$ cat config.mk
export PLATFORM = sky130hd
export DESIGN_NAME = aes128_key_expand
export DESIGN_NICKNAME = d
export VERILOG_FILES = /design/src/rtl/aes_pkg.sv /design/src/rtl/aes_sbox.sv /design/src/rtl/aes_sub_word.sv /design/src/rtl/aes128_key_expand.sv
export SDC_FILE = /design/constraint.sdc
export NUM_CORES = 2
export LEC_CHECK = 0
export ABC_CLOCK_PERIOD_IN_PS = 19850
export BUFFER_PORTS_ARGS = -buffer_cell sky130_fd_sc_hd__buf_2
export CORE_AREA = 2 2 292 439
export CTS_CLUSTER_SIZE = 8
export DETAILED_ROUTE_END_ITERATION = 8
export DIE_AREA = 0 0 294 441
export PLACE_DENSITY = 0.69
export SLEW_MARGIN = 20
export SYNTH_ARGS = -nofsm -noshare
export SYNTH_HDL_FRONTEND = slang
export SYNTH_SLANG_ARGS = --single-unit
$ cat constraint.sdc
create_clock -name clk -period 19.85 [get_ports clk]
set_input_delay 0.9925 -clock clk [delete_from_list [all_inputs] [get_ports clk]]
set_output_delay 0.9925 -clock clk [all_outputs]
set_load 0.05 [all_outputs]
$ cat src/rtl/aes_pkg.sv
// Shared AES definitions: sizes, key/word types, key-schedule FSM states and GF(2^8) helpers.
package aes_pkg;

  localparam int AES_NK = 4;
  localparam int AES_NB = 4;
  localparam int AES_NR = 10;

  localparam logic [7:0] RCON_INIT  = 8'h01;
  localparam logic [7:0] XTIME_POLY = 8'h1B;

  typedef logic [31:0]           aes_word_t;
  typedef logic [32*AES_NB-1:0]  aes_state_t;
  typedef logic [32*AES_NK-1:0]  aes_key_t;
  typedef logic [3:0]            aes_rnd_idx_t;

  typedef enum logic {
    KS_IDLE = 1'b0,
    KS_RUN  = 1'b1
  } ks_state_e;

  function automatic logic [7:0] xtime(input logic [7:0] b);
    return {b[6:0], 1'b0} ^ (b[7] ? XTIME_POLY : 8'h00);
  endfunction

  // Shift-and-add multiply in GF(2^8) modulo x^8+x^4+x^3+x+1.
  function automatic logic [7:0] gf_mul(input logic [7:0] a, input logic [7:0] b);
    logic [7:0] p;
    logic [7:0] aa;
    p  = 8'h00;
    aa = a;
    for (int i = 0; i < 8; i++) begin
      if (b[i]) p = p ^ aa;
      aa = xtime(aa);
    end
    return p;
  endfunction

endpackage

$ cat src/rtl/aes_sbox.sv
// AES forward byte S-box: multiplicative inverse in GF(2^8) followed by the affine transform.
module aes_sbox
  import aes_pkg::*;
(
  input  logic [7:0] in_byte,
  output logic [7:0] out_byte
);

  logic [7:0] sq;
  logic [7:0] inv;

  // inv = x^254, which is x^-1 for nonzero x and 0 for x = 0.
  always_comb begin
    sq  = in_byte;
    inv = 8'h01;
    for (int i = 1; i < 8; i++) begin
      sq  = gf_mul(sq, sq);
      inv = gf_mul(inv, sq);
    end
  end

  assign out_byte = inv
                  ^ {inv[6:0], inv[7]}
                  ^ {inv[5:0], inv[7:6]}
                  ^ {inv[4:0], inv[7:5]}
                  ^ {inv[3:0], inv[7:4]}
                  ^ 8'h63;

endmodule

$ cat src/rtl/aes_sub_word.sv
// SubWord: applies the byte S-box to each of the four bytes of a 32-bit word.
module aes_sub_word
  import aes_pkg::*;
(
  input  aes_word_t word_in,
  output aes_word_t word_out
);

  for (genvar i = 0; i < 4; i++) begin : g_byte
    aes_sbox u_sbox (
      .in_byte  (word_in[8*i +: 8]),
      .out_byte (word_out[8*i +: 8])
    );
  end

endmodule

$ cat src/rtl/aes128_key_expand.sv
// Iterative AES-128 key schedule: one round key per clock, rounds 0..10.
// Optional round-key store with read port is enabled by defining AES_KEY_STORE_EN.
module aes128_key_expand
  import aes_pkg::*;
#(
  parameter int NUM_ROUNDS = 10,
  parameter int RK_IDX_W   = 4
) (
  input  logic                clk,
  input  logic                rst_n,
  input  logic                start,
  input  logic [127:0]        key_in,
`ifdef AES_KEY_STORE_EN
  input  logic [RK_IDX_W-1:0] rd_idx,
  output logic [127:0]        rd_key,
  output logic                store_valid,
`endif
  output logic                busy,
  output logic                rk_valid,
  output logic [RK_IDX_W-1:0] rk_idx,
  output logic [127:0]        rk_out,
  output logic                done
);

  if (NUM_ROUNDS != AES_NR) begin : g_bad_rounds
    $error("aes128_key_expand: NUM_ROUNDS must be 10");
  end

  ks_state_e           state_q, state_d;
  aes_key_t            key_q, key_d;
  logic [7:0]          rcon_q, rcon_d;
  logic [RK_IDX_W-1:0] cnt_q, cnt_d;

  aes_word_t w0, w1, w2, w3;
  aes_word_t rot_w3, sub_w3, t_word;
  aes_word_t n0, n1, n2, n3;
  logic      last_round;

  assign w0 = key_q[127:96];
  assign w1 = key_q[95:64];
  assign w2 = key_q[63:32];
  assign w3 = key_q[31:0];

  assign rot_w3 = {w3[23:0], w3[31:24]};

  aes_sub_word u_sub_word (
    .word_in  (rot_w3),
    .word_out (sub_w3)
  );

  assign t_word = sub_w3 ^ {rcon_q, 24'h000000};
  assign n0     = w0 ^ t_word;
  assign n1     = w1 ^ n0;
  assign n2     = w2 ^ n1;
  assign n3     = w3 ^ n2;

  assign last_round = (cnt_q == RK_IDX_W'(NUM_ROUNDS));

  // key_q is both the presented round key and the seed for the next one.
  always_comb begin
    state_d = state_q;
    key_d   = key_q;
    rcon_d  = rcon_q;
    cnt_d   = cnt_q;
    case (state_q)
      KS_IDLE: begin
        if (start) begin
          state_d = KS_RUN;
          key_d   = key_in;
          rcon_d  = RCON_INIT;
          cnt_d   = '0;
        end
      end
      KS_RUN: begin
        if (last_round) begin
          state_d = KS_IDLE;
        end else begin
          key_d  = {n0, n1, n2, n3};
          rcon_d = xtime(rcon_q);
          cnt_d  = cnt_q + 1'b1;
        end
      end
      default: state_d = KS_IDLE;
    endcase
  end

  always_ff @(posedge clk) begin
    if (!rst_n) begin
      state_q <= KS_IDLE;
      key_q   <= '0;
      rcon_q  <= 8'h00;
      cnt_q   <= '0;
    end else begin
      state_q <= state_d;
      key_q   <= key_d;
      rcon_q  <= rcon_d;
      cnt_q   <= cnt_d;
    end
  end

  assign busy     = (state_q == KS_RUN);
  assign rk_valid = (state_q == KS_RUN);
  assign rk_idx   = cnt_q;
  assign rk_out   = key_q;
  assign done     = (state_q == KS_RUN) && last_round;

`ifdef AES_KEY_STORE_EN
  localparam int STORE_DEPTH = NUM_ROUNDS + 1;

  aes_key_t store_q [STORE_DEPTH];
  logic     store_valid_q, store_valid_d;
  aes_key_t rd_key_q, rd_key_d;

  // Store contents carry no reset; store_valid gates their meaning.
  always_ff @(posedge clk) begin
    if (state_q == KS_RUN) store_q[cnt_q] <= key_q;
  end

  always_comb begin
    store_valid_d = store_valid_q;
    if (state_q == KS_IDLE && start) store_valid_d = 1'b0;
    else if (done)                   store_valid_d = 1'b1;
    rd_key_d = '0;
    if (rd_idx <= RK_IDX_W'(NUM_ROUNDS)) rd_key_d = store_q[rd_idx];
  end

  always_ff @(posedge clk) begin
    if (!rst_n) begin
      store_valid_q <= 1'b0;
      rd_key_q      <= '0;
    end else begin
      store_valid_q <= store_valid_d;
      rd_key_q      <= rd_key_d;
    end
  end

  assign store_valid = store_valid_q;
  assign rd_key      = rd_key_q;
`endif

endmodule

## After elaboration in Yosys (flattened, before gate mapping)

Index checks and enable logic that the tools add are counted.

- Multiplexer cells: 825
- Bitwise operators: 783
- Equality and inequality tests: 3
- Add/sub/neg operators: 1
- Reductions and logical operators: 2

Operator list:

| operator | number |
|---|---|
| 8-bit two-way mux | 422 |
| 8-bit XOR | 380 |
| 8-bit by 5-bit XOR with 8-bit output | 365 |
| 5-bit two-way mux | 369 |
| 128-bit two-way mux | 2 |
| 128-bit one-hot mux with 2 select lines | 1 |
| 32-bit XOR | 5 |
| 7-bit two-way mux | 4 |
| 1-bit inverter (first input constant) | 28 |
| 4-bit two-way mux | 6 |
| 6-bit two-way mux | 4 |
| 4-bit inverter | 4 |
| 8-bit one-hot mux with 2 select lines | 1 |
| 3-bit two-way mux | 4 |
| 2-bit two-way mux | 4 |
| 4-bit one-hot mux with 2 select lines | 1 |
| 1-bit two-way mux | 6 |
| 4-bit by 1-bit adder with 4-bit output (second input constant) | 1 |
| 4-bit == test (second input constant) | 1 |
| 2-bit != test (second input constant) | 2 |
| 1-bit one-hot mux with 2 select lines | 1 |
| 2-bit AND reduction | 1 |
| 1-bit logical AND | 1 |
| 1-bit inverter | 1 |

- Bits in registers: 141
- Bits of input ports: 131

## Depth between registers and ports, before layout

- Depth in word-level cells: 139
- Mapped depth: 67
- Gate-level depth less buffers: 57

## Modules after synthesis

From an unflattened synthesis, not the netlist that was laid out.

- Cell total of the unflattened synthesis: 8,675
- Area total of the unflattened synthesis: 68,633.3 um2

By module, submodules not included:

| module | cells an instance | instances | area an instance (um2) |
|---|---|---|---|
| aes_sbox | 1,942 | 4 | 15,220.8 |
| aes128_key_expand | 907 | 1 | 7,749.9 |

## Least setup slack after synthesis

Ideal clock, no wire load.

- Path kind: register -> register
- Start point: register key_q[23] (netlist: rk_out[23])
- End point: register key_q[24] (netlist: rk_out[24])
- Stages on the path, launching flop included: 65
- Clock period less this slack: 15.872 ns
- Library setup time: 0.062 ns
- Setup slack: 3.978 ns
- Required time: 19.788 ns
- Data arrival time: 15.810 ns
- Cells stage by stage: dfxtp_1 > ha_1 > buf_2 > nand2_1 > xnor2_1 > inv_1 > buf_4 > clkbuf_1 > ha_1 > clkinv_1 > xnor3_1 > mux2i_1 > xnor3_1 > clkbuf_1 > ha_1 > nand2_1 > xnor2_1 > xnor2_1 > (+29 left out) > mux4_2 > xor2_1 > buf_2 > buf_2 > nand3_1 > a21o_1 > o2111a_1 > a21boi_0 > a311oi_1 > a31oi_1 > or2_2 > clkbuf_2 > o311ai_0 > xnor3_1 > xnor2_4 > xnor3_1 > or3_1 > nand3_1

- Cells in the longest elaborated chain, start to end: 136

Ends and longest elaborated chain:

| item | RTL line | text |
|---|---|---|
| from (decl) | aes128_key_expand.sv:30 | `aes_key_t key_q, key_d;` |
| from (signal assigned) | aes128_key_expand.sv:95 | `key_q <= key_d;` |
| 5-bit two-way mux or 8-bit two-way mux (tied branches) | aes_pkg.sv:22, aes_pkg.sv:32 |  |
| 8-bit by 5-bit XOR with 8-bit output or 8-bit XOR (tied branches) | aes_pkg.sv:22, aes_pkg.sv:32 |  |
| 8-bit XOR or 8-bit two-way mux (tied branches) | aes_pkg.sv:32 | `if (b[i]) p = p ^ aa;` |
| 8-bit two-way mux or 8-bit XOR (tied branches) | aes_pkg.sv:32 |  |
| 8-bit XOR or 8-bit two-way mux (tied branches) | aes_pkg.sv:32 |  |
| 8-bit two-way mux or 8-bit XOR (tied branches) | aes_pkg.sv:32 |  |
| 8-bit XOR or 8-bit two-way mux (tied branches) | aes_pkg.sv:32 |  |
| 8-bit two-way mux or 8-bit XOR (tied branches) | aes_pkg.sv:32 |  |
| (+120 left out) | -- |  |
| 4-bit inverter (no line) * | -- |  |
| 32-bit XOR * | aes128_key_expand.sv:51 | `assign t_word = sub_w3 ^ {rcon_q, 24'h000000};` |
| 32-bit XOR * | aes128_key_expand.sv:52 | `assign n0 = w0 ^ t_word;` |
| 32-bit XOR * | aes128_key_expand.sv:53 | `assign n1 = w1 ^ n0;` |
| 32-bit XOR * | aes128_key_expand.sv:54 | `assign n2 = w2 ^ n1;` |
| 32-bit XOR * | aes128_key_expand.sv:55 | `assign n3 = w3 ^ n2;` |
| 128-bit two-way mux * | aes128_key_expand.sv:75 | `if (last_round) begin` |
| 128-bit one-hot mux with 2 select lines * | aes128_key_expand.sv:65 | `case (state_q)` |

Mark *: on every way between the ends. The rest lies on a longest branch, timed or not. The select of a mux whose other input is x is not followed.
A chain may end at the register's enable or synchronous reset.

## Final worst setup path

- Start point: register key_q[15] (netlist: rk_out[15])
- End point: register key_q[16] (netlist: rk_out[16])

Same word-level chain as after synthesis.

==> metrics.md <==
| Metric | Value |
|---|---|
| Placement Setup Slack | `1.41 ns` |
| Total number of vias | `63000` |
| Count leader, synth | `xnor2_1` |
| Htree depth | `4` |
| Layout fillers | `11900` |
| Port Buf Inserts | `265` |
| Worst Tran Pin Value | `1.19 ns` |
| Achievable clock frequency | `53.1 MHz` |
| Syn Std Cell Area | `65100 um2` |
| Pin count of the biggest net entering global routing | `82` |
| Initial Util | `51.7%` |
| Startpoint Class | `flip-flop` |
| CP Data Required Time | `20.25 ns` |
| Total track usage | `32.6%` |
| Post CTS Setup Buffer Count | `0` |
| Drt via density | `6.17` |
| Slew HR | `19.7%` |
| Clock Pin Slew Worst Setup and Hold Paths | `0.07 ns` |
| HP Class | `flip-flop to flip-flop` |
| Multi-input gate area | `59700 um2` |
| Critical Path Most Common Cell | `xnor3_1` |
| Crit path DAT | `19.23 ns` |
| Origin of the worst setup path | `rk_out[15]` |
| Clock root buffer | `clkbuf_16` |
| CTS tree | `yes` |
| Unique cell type count in the Yosys netlist | `115` |
| Final wirelength | `220 mm` |
| Initial antenna violation count | `15` |
| GPL Wtd Cong | `0.987` |
| Share of layout cells above drive strength 1 | `11.6%` |
| FF+latch count, synth | `141` |
| Crit Path Class | `flip-flop to flip-flop` |
| Resized Gates After CTS | `0` |
| Die ar. | `130000 um2` |
| Syn_nets | `8728` |
| Slowest-stage cell, CP | `xor2_1` |
| Number of flops mapped to enable cells by yosys | `0` |
| Setup Total Neg Slack | `0 ns` |
| Synth top area share | `21.4%` |
| Top area cells in the synthesized netlist | `xnor2_1 21%, xnor3_1 14%, nor2_1 7.0%, xor2_1 5.4%, nand2_1 4.9%` |
| Layout Nets | `8717` |
| Unrepaired setup endpoints after global routing | `no` |
| CTS Buffer Depth | `2` |
| First-pass GRT wire length | `341 mm` |
| Vias in the first global route | `60100` |
| Reg-to-reg slack, setup | `1.01 ns` |
| Final setup vio count | `0` |
| Minimum clock period | `18.84 ns` |
| Setup ws final | `1.01 ns` |
| Max Slew Vio Count | `0` |
| Reg2reg end | `rk_out[16]` |
| Critical R2R Launch | `rk_out[15]` |
| Worst setup EP type | `flip-flop` |
| Outcome | `completed` |
| Synth Instances | `8576` |
| Fin. Hold Viols | `0` |
| Number of routed nets with antenna violations | `0` |
| Worst reg2reg path depth | `49` |
| Die Width | `294 um` |
| Cts bufs inserted | `17` |
| Worst Path Max Fanout | `20` |
| Gr ovfl total | `0` |
| CP peak stage delay | `0.93 ns` |
| DRT Pass-1 Iters | `7` |
| Synth Flop Type | `dfxtp_1` |
| DR WL/cell | `21.5 um` |
| Dpl hpwl | `167 mm` |
| Clk sinks | `141` |
| Io pins | `266` |
| Max Cap Viol | `0` |
| Hold-fix buffers, CTS | `0` |
| Area delta synth->final | `6.36%` |
| Register area | `2830 um2` |
| Drc violations | `0` |
| Worst clock skew | `0.0229 ns` |
| Commonest cells post-synth | `1590 x xnor2_1, 1219 x nor2_1, 853 x nand2_1` |
| Syn_area_per_cell | `7.59 um2` |
| Post-Layout Cell Count | `10200` |
| Number of DRC markers in iteration 0 | `6296` |
| Die height | `441 um` |
| Async S/R FF share, synth | `0%` |
| CP Capture Point | `rk_out[16]` |
| Fin crit share | `94.9%` |
| Sequential area share after synthesis | `4.34%` |
| Core Rows | `160` |
| Yosys top cell by area | `xnor2_1` |
| Worst skew pair latency | `0.51 ns` |
| Warnings from Yosys | `0` |
| DP Cell Count | `10200` |
| Core Footprint | `126000 um2` |
-- critical path: cells and delay by family, from the launching register on --
family	cells	cell delay, ns
muxes	3	0.48
buffers and inverters	2	0.62
and+or+nand+nor	8	1.57
xor gates and xnor gates	26	12.18
DFF	1	0.83
AOI/OAI and AO/OA	8	2.08
adders and majority gates	2	0.93
-- worst min-delay path by stage --
stage                 from          end  depth (start not counted)
2_1_floorplan    rcon_q[6]    rcon_q[6]                          2
3_3_place_gp   rk_out[117]  rk_out[117]                          2
3_5_place_dp   rk_out[117]  rk_out[117]                          2
4_1_cts        rk_out[117]  rk_out[117]                          2
5_1_grt        rk_out[117]  rk_out[117]                          2
6_report       rk_out[117]  rk_out[117]                          2
-- registers in the layout, indices dropped and copies added, names as in the netlist --
name	flops
rk_out	128
rcon_q	8
rk_idx	4
busy	1
-- cell families (layout without fill, tap and decap cells) --
family          count (synthesis)  count (layout)  synth area share [%]
compound gates               1882            1882                  18.4
xor+xnor                     2637            2637                  48.4
fa+ha+maj                      22              22                 0.419
buf+inv                       736             738                  4.82
flops                         141             141                  4.34
mux                           266             266                  4.33
other cells                     0               5                     0
simple gates                 2892            2892                  19.3
-- metal layers --
layer  up-vias  part of all wire, %  GRT usage (%)
met5         -                0.054              0
met4        18                  6.1           18.6
met3       735                  7.6           5.03
met2      2743                   49           56.8
met1     30000                   38           38.0
li1      29500                    -              -
-- layout by cell type, fill, tap and decap left out, types with 28 or more instances in the layout --
master and count:
o211ai_1 61, o21ai_0 468, buf_4 291, o2bb2ai_1 31
xnor3_2 36, nand2_1 852, xnor2_1 1536, a21oi_1 505
a21o_1 56, mux2i_1 203, inv_1 127, nor2_1 1215
dfxtp_1 140, nor3_1 209, xor2_1 391, and2_1 41
xor2_2 37, o221ai_1 40, buf_2 265, o31ai_1 28
or3_1 47, xor3_1 67, a221oi_1 30, a211oi_1 69
nor2b_1 61, a31oi_1 78, o21ai_1 32, xnor2_2 142
a22oi_1 50, nand2b_1 84, o22ai_1 109, mux2_2 54
xnor3_1 395, nand3_1 181, and3_1 40, o21a_1 63
-- final cells by class --
cell class              instances  area share (%)
inverters                     150           0.813
flip-flops and latches        141            4.08
well taps                    1620            2.93
clock buffers                  17           0.614
multi-input cells            7699            86.2
clock inverters                15           0.244
diodes                          5          0.0181
repair buffers                556            5.07
-- per-stage QoR --
step	util (%)	area [um2]	hold slack, ns
floorplan	-	65100	0.508
global placement	54.5	68600	0.452
detailed placement	54.5	68600	0.450
CTS	55.0	69200	0.460
global route	55.0	69200	0.489
finish	55.0	69200	0.465
Power is left out: the tool's default activity adds up to more than one toggle a clock period on the data nets, which glitch-free logic cannot reach.
